## src/rtl/down_counter_timer.sv

```systemverilog
// Loadable down-counter/timer: counts q down to zero, then either reloads from
// the reload register (pulsing tc and counting wraps) or parks in EXPIRED.
module down_counter_timer #(
  parameter int unsigned         WIDTH          = 4,
  parameter logic [WIDTH-1:0]    RELOAD_DEFAULT = {WIDTH{1'b1}},
  parameter int unsigned         WRAP_W         = 8
) (
  input  logic              clk,
  input  logic              reset,
  input  logic              en,
  input  logic              load,
  input  logic [WIDTH-1:0]  load_val,
  input  logic              auto_reload,
  output logic [WIDTH-1:0]  q,
  output logic              tc,
  output logic              running,
  output logic [WRAP_W-1:0] wrap_cnt
);

  typedef enum logic [1:0] {
    ST_IDLE    = 2'b00,
    ST_COUNT   = 2'b01,
    ST_EXPIRED = 2'b10
  } state_e;

  state_e              state_q, state_d;
  logic [WIDTH-1:0]    q_q, q_d;
  logic [WIDTH-1:0]    reload_q, reload_d;
  logic [WRAP_W-1:0]   wrap_q, wrap_d;
  logic                tc_q, tc_d;
  logic                running_q, running_d;

  function automatic logic [WRAP_W-1:0] sat_inc(input logic [WRAP_W-1:0] v);
    if (v == {WRAP_W{1'b1}}) begin
      sat_inc = v;
    end else begin
      sat_inc = v + {{(WRAP_W-1){1'b0}}, 1'b1};
    end
  endfunction

  // Next-state logic: load beats enable; zero is handled as a terminal event, never by underflow.
  always_comb begin
    state_d  = state_q;
    q_d      = q_q;
    reload_d = reload_q;
    wrap_d   = wrap_q;
    tc_d     = 1'b0;

    if (load) begin
      q_d      = load_val;
      reload_d = load_val;
      wrap_d   = {WRAP_W{1'b0}};
      state_d  = ST_IDLE;
    end else begin
      case (state_q)
        ST_IDLE, ST_COUNT: begin
          if (!en) begin
            state_d = state_q;
          end else if (q_q != {WIDTH{1'b0}}) begin
            q_d     = q_q - {{(WIDTH-1){1'b0}}, 1'b1};
            state_d = ST_COUNT;
          end else begin
            tc_d = 1'b1;
            if (auto_reload) begin
              q_d     = reload_q;
              wrap_d  = sat_inc(wrap_q);
              state_d = ST_COUNT;
            end else begin
              q_d     = {WIDTH{1'b0}};
              state_d = ST_EXPIRED;
            end
          end
        end
        ST_EXPIRED: begin
          q_d     = {WIDTH{1'b0}};
          state_d = ST_EXPIRED;
        end
        default: begin
          q_d     = reload_q;
          state_d = ST_IDLE;
        end
      endcase
    end

    running_d = (state_d == ST_COUNT);
  end

  // State and output registers with synchronous reset.
  always_ff @(posedge clk) begin
    if (reset) begin
      state_q   <= ST_IDLE;
      q_q       <= RELOAD_DEFAULT;
      reload_q  <= RELOAD_DEFAULT;
      wrap_q    <= {WRAP_W{1'b0}};
      tc_q      <= 1'b0;
      running_q <= 1'b0;
    end else begin
      state_q   <= state_d;
      q_q       <= q_d;
      reload_q  <= reload_d;
      wrap_q    <= wrap_d;
      tc_q      <= tc_d;
      running_q <= running_d;
    end
  end

  assign q        = q_q;
  assign tc       = tc_q;
  assign running  = running_q;
  assign wrap_cnt = wrap_q;

endmodule

```

## config.mk

```make
export PLATFORM = sky130hd
export DESIGN_NAME = down_counter_timer
export DESIGN_NICKNAME = d
export VERILOG_FILES = /design/src/rtl/down_counter_timer.sv
export SDC_FILE = /design/constraint.sdc
export NUM_CORES = 1
export LEC_CHECK = 0
export ABC_AREA = 1
export CAP_MARGIN = 20
export CORE_MARGIN = 2
export CORE_UTILIZATION = 30
export CTS_CLUSTER_DIAMETER = 40
export DETAILED_ROUTE_END_ITERATION = 10
export PLACE_DENSITY = 0.51
export SLEW_MARGIN = 20
export SYNTH_ARGS = -nofsm -noshare
export SYNTH_HDL_FRONTEND = slang
export SYNTH_SLANG_ARGS = --single-unit
```

## constraint.sdc

```tcl
create_clock -name clk -period 1.9 [get_ports clk]
set_input_delay 0.285 -clock clk [delete_from_list [all_inputs] [get_ports clk]]
set_output_delay 0.285 -clock clk [all_outputs]
set_load 0.02 [all_outputs]
```

==> impl_metrics.yaml, run 1 <==
status:
  outcome: "complete, no violations"
power:
  vdd_drop_max_v: 0.000312
  power_mw: 1.01
  p_leak_nw: 0.677
  p_per_area_mw_per_mm2: 660
clock_tree:
  post_cts_buffers: 0
  clock_tree.root_cell: "clkbuf_8"
  numCtsBuffers: 3
  clock-sinks: 20
  cts_buffer_depth: 2
  clkTransAtPathRegs_ps: 80
  cts_resized: 0
  cts_tree: "built"
  htreeDepth: 1
  holdBufCountCts: 0
  clk_latency_ps: 260
layout:
  drive_above_1_share_pct: 8.65
  mostFrequentLayoutCells: "nand2_1 (64), clkdlybuf4s50_1 (22), inv_1 (21)"
  fin_cells: 256
  antenna-diode-count: 0
  fin_nets: 221
  fin_area_mm2: 0.00154
  finalCoreUtilization_pct: 41.6
  final_common_cell: "nand2_1"
  area_growth_pct: 31.9
worst_hold_path:
  worst_hold_path_type: "reg2reg"
setup_path:
  reg2reg_slack_ps: 470
  cp.required_ps: 1620
  path_max_fanout: 8
  crit_arrival_ps: 1410
  crit_family: "buffers and inverters"
  max_stage_delay_ps: 660
  critPathCaptureType: "output port"
  cp_cell_sequence: "clkdlybuf4s50_1"
  start_kind: "flop"
  worst_path_max_delay_cell: "clkdlybuf4s50_1"
  worst-path-buf-inv: 1
  critPathKind: "reg2out"
die:
  coreArea_mm2: 0.00369
  dieArea_mm2: 0.00439
  rows: 22
  num_io_pins: 23
  initial_utilization_pct: 31.5
  die_w_um: 66.3
  die-height_um: 66.3
detailed_routing:
  drc: 0
  drt_wl_total_um: 2810
  vias: 1160
  wl_per_cell_um: 11.0
  postRouteAntennaNets: 0
  first_iter_violations: 52
  dr.pass1.iters: 4
  via_per_inst: 4.53
sta:
  fin_crit_sh_pct: 89.0
  finClkSkew_ps: 6.46
  finalSetupViolations: 0
  setup-tns-final_ps: 0
  rsz0062_at_grt: "false"
  hold_viol: 0
  maxSlewViolCount: 0
  slew_headroom_pct: 80.7
  max_freq_mhz: 591
  worst_slew_pin_slew_ps: 289
  timing.final.crit_period_ps: 1690
synth:
  synth_area_mm2: 0.00116
  syn_nets: 192
  yosys.area.top_type_share_pct: 34.4
  synth_seq_cells: 20
  syn_inst: 180
  yosysUniqueCellTypes: 25
  synth.area.top_cells: "dfxtp_1 (34%), nand2_1 (21%), inv_1 (6.8%)"
  yosys_warnings: 0
  synth_area_leader_cell: "dfxtp_1"
  seq_area_frac_synth_pct: 34.4
  avgSynthCellArea_um2: 6.46
grt:
  overflow: 0
  track_usage_pct: 14.5
  grt_pass1_vias: 1057
  grt_pass1_wl_um: 4800
  antenna_found_initial: 0
  grt_max_degree: 13
placement:
  portBuffers: 22
  dp_hpwl_um: 2220
  place_inst: 252
  routabilityCongestion: 0.810
  placed_area_mm2: 0.00146
flow_run:
  cap_violations: 0
metrics by stage:
step | setup slack [ps] | hold WS, ps
5_1_grt | 144 | 559
3_5_place_dp | 267 | 500
2_1_floorplan | 490 | 363
6_report | 208 | 521
3_3_place_gp | 279 | 507
4_1_cts | 199 | 519
sequential cells by signal, summed over array words and instances (netlist names):
register  flops
reload_q      4
wrap_cnt      8
q             4
tc            1
running       1
state_q       2
Yosys cell counts:
cell type and count:
o21ai_0 4, nor3_1 2, o2111a_1 2, nand2_1 64, a21boi_0 2, nor2_2 1
ha_1 3, o21a_1 1, buf_2 2, a21oi_1 8, nand3_4 1, nor2_1 18
inv_1 21, nor2_4 2, nand3b_1 1, xnor2_1 1, nand4_1 4, xor2_1 1
a211oi_1 2, dfxtp_1 20, nand3_1 13, o21ai_1 1, nand2_4 1, inv_2 4
nand2_2 1
cells by family after synthesis:
kind of cell | count (synthesis) | share of synthesized area (%)
buffers and inverters | 27 | 8.92
and+or+nand+nor | 108 | 41.2
AOI/OAI and AO/OA | 20 | 10.8
xor gates and xnor gates | 2 | 1.51
DFF | 20 | 34.4
adders and majority gates | 3 | 3.23
report_power, final:
group | leakage, nW | switching [mW] | total [mW] | internal, mW
Clock | 0.0357 | 0.152 | 0.433 | 0.281
Sequential | 0.164 | 0.0135 | 0.448 | 0.435
Combinational | 0.477 | 0.0731 | 0.133 | 0.0601
Total | 0.677 | 0.238 | 1.01 | 0.776
worst register-to-register path, cell delays in order, from the launching register on:
cell and delay (ps):
dfxtp_1 450, ha_1 270, nand2_1 90, inv_2 110, nand2_1 60, nor2_1 130
nor2_2 90, nor2_1 90, nor2_1 50
layer usage:
layer	share of wire [%]	wire length (um)	global-route usage, %
met1	51	1450	19.2
met2	45	1270	22.9
met3	2.7	75	2.56
met4	0.78	22	6.12
met5	0	0	0
layout make-up:
type,instances,area [um2]
Clock buffer,3,41.3
Timing Repair Buffer,26,250
Inverter,25,93.8
Clock inverter,1,30.0
Fill cell,405,2150
Tap cell,48,60.1
Multi-Input combinational cell,133,659
Sequential cell,20,400
worst paths after layout:
| path | endpoint | start | cells past startpoint |
|---|---|---|---|
| max | wrap_cnt[2] | wrap_cnt[2] | 1 |
| min | reload_q[3] | reload_q[3] | 2 |
| min reg2reg | reload_q[3] | reload_q[3] | 2 |
| max reg2reg | wrap_cnt[1] | wrap_cnt[0] | 8 |
No activity file was read; power rests on OpenSTA's default activity.
==> run 2, diff against run 1 <==
--- a/config.mk
+++ b/config.mk
@@ -8,10 +8,11 @@
 export ABC_AREA = 1
 export CAP_MARGIN = 20
 export CORE_MARGIN = 2
-export CORE_UTILIZATION = 30
+export CORE_UTILIZATION = 54
 export CTS_CLUSTER_DIAMETER = 40
 export DETAILED_ROUTE_END_ITERATION = 10
-export PLACE_DENSITY = 0.51
+export GPL_ROUTABILITY_DRIVEN = 0
+export PLACE_DENSITY = 0.83
 export SLEW_MARGIN = 20
 export SYNTH_ARGS = -nofsm -noshare
 export SYNTH_HDL_FRONTEND = slang
==> run 2 against run 1 <==
Register-to-register slack worse by 40 ps. Worst hold slack worse by 20 ps. Final area is 5.4% lower. Final cell count is 9.0% lower. Clock-buffer cell count stayed put.
==> impl_metrics.yaml, run 2 (same netlist as run 1, synthesis figures left out) <==
sta:
  rsz0062_at_grt: "false"
  setup-tns-final_ps: 0
  maxSlewViolCount: 0
  finalSetupViolations: 0
  finClkSkew_ps: 6.53
  worst_slew_pin_slew_ps: 351
  fin_crit_sh_pct: 92.0
  hold_viol: 0
  timing.final.crit_period_ps: 1750
  slew_headroom_pct: 76.5
  max_freq_mhz: 572
setup_path:
  cp.required_ps: 1620
  worst_path_max_delay_cell: "clkdlybuf4s50_1"
  cp_cell_sequence: "clkdlybuf4s50_1"
  crit_arrival_ps: 1460
  critPathKind: "reg2out"
  path_max_fanout: 8
  critPathCaptureType: "output port"
  start_kind: "flop"
  worst-path-buf-inv: 1
  crit_family: "buffers and inverters"
  max_stage_delay_ps: 660
  crit_cells: 1
  rr_worst_depth: 7
clock_tree:
  cts_tree: "built"
  cts_resized: 0
  clkTransAtPathRegs_ps: 110
  numCtsBuffers: 3
  post_cts_buffers: 0
  htreeDepth: 1
  clock_tree.root_cell: "clkbuf_4"
  holdBufCountCts: 0
  clock-sinks: 20
  clk_latency_ps: 300
  cts_buffer_depth: 2
detailed_routing:
  vias: 1213
  via_per_inst: 5.21
  drt_wl_total_um: 2740
  postRouteAntennaNets: 0
  drc: 0
  dr.pass1.iters: 4
  wl_per_cell_um: 11.8
  first_iter_violations: 26
layout:
  area_growth_pct: 24.8
  fin_cells: 233
  mostFrequentLayoutCells: "nand2_1 (64), clkdlybuf4s50_1 (22), inv_1 (21)"
  final_common_cell: "nand2_1"
  antenna-diode-count: 0
  largest_reg_flops: 8
  drive_above_1_share_pct: 7.77
  fin_nets: 220
power:
  p_per_area_mw_per_mm2: 538
  power_uw: 782
  vdd_drop_max_v: 0.000450
  p_leak_nw: 0.650
die:
  rows: 16
  coreArea_mm2: 0.00200
  die_w_um: 50.4
  num_io_pins: 23
  die-height_um: 50.4
  initial_utilization_pct: 58.1
  dieArea_mm2: 0.00254
placement:
  dp_hpwl_um: 2130
  place_inst: 230
  portBuffers: 22
grt:
  antenna_found_initial: 0
  grt_pass1_vias: 1132
  grt_max_degree: 12
  track_usage_pct: 24.6
  overflow: 0
  grt_pass1_wl_um: 4840
worst_hold_path:
  whs_path_depth: 2
  worst_hold_path_type: "reg2reg"
status:
  outcome: "complete, no violations"
flow_run:
  cap_violations: 0
-- run 2: stage by stage --
step | setup slack (ps) | hold slack (ps) | utilization (%) | area, um2
after floorplan | 490 | 363 | - | 1160
after global placement | 280 | 476 | 71.4 | 1430
after detailed placement | 251 | 480 | 71.4 | 1430
after CTS | 157 | 509 | 72.6 | 1450
after global routing | 112 | 543 | 72.6 | 1450
final | 151 | 501 | 72.6 | 1450
-- run 2: worst min-delay path, cell delays in order, from the launching register on --
cell and delay (ps):
dfxtp_1 350, nand2_1 70, nand3_1 60
-- run 2: final cells by class --
class                           instances  area, um2
Multi-Input combinational cell        133        659
Tap cell                               27       33.8
Inverter                               25       93.8
Sequential cell                        20        400
Clock buffer                            3       22.5
Fill cell                             177        549
Timing Repair Buffer                   25        243
-- run 2: path summary, 6_finish.rpt --
check         startpoint     endpoint  slack [ps]
max reg2reg  wrap_cnt[0]  wrap_cnt[7]         430
min reg2reg  reload_q[2]  reload_q[2]         500
min          reload_q[2]  reload_q[2]         500
max          wrap_cnt[2]  wrap_cnt[2]         150
-- run 2: power breakdown --
part	switching, mW	internal [mW]	leakage (nW)
Clock	0.129	0.0739	0.0138
Sequential	0.0123	0.435	0.164
Combinational	0.0730	0.0586	0.473
-- run 2: metal layers --
layer / global-route usage, % / wire [um] / up-vias
met5: 0 / 0 / -
met4: 7.21 / 38 / 0
met3: 4.76 / 146 / 8
met2: 39.3 / 1270 / 36
met1: 33.9 / 1280 / 544
li1: - / - / 625
==> run 3, diff against run 2 <==
--- a/config.mk
+++ b/config.mk
@@ -9,7 +9,6 @@
 export CAP_MARGIN = 20
 export CORE_MARGIN = 2
 export CORE_UTILIZATION = 54
-export CTS_CLUSTER_DIAMETER = 40
 export DETAILED_ROUTE_END_ITERATION = 10
 export GPL_ROUTABILITY_DRIVEN = 0
 export PLACE_DENSITY = 0.83
==> results of run 3 <==
No change in the layout: final DEF, timing and power equal those of run 2.
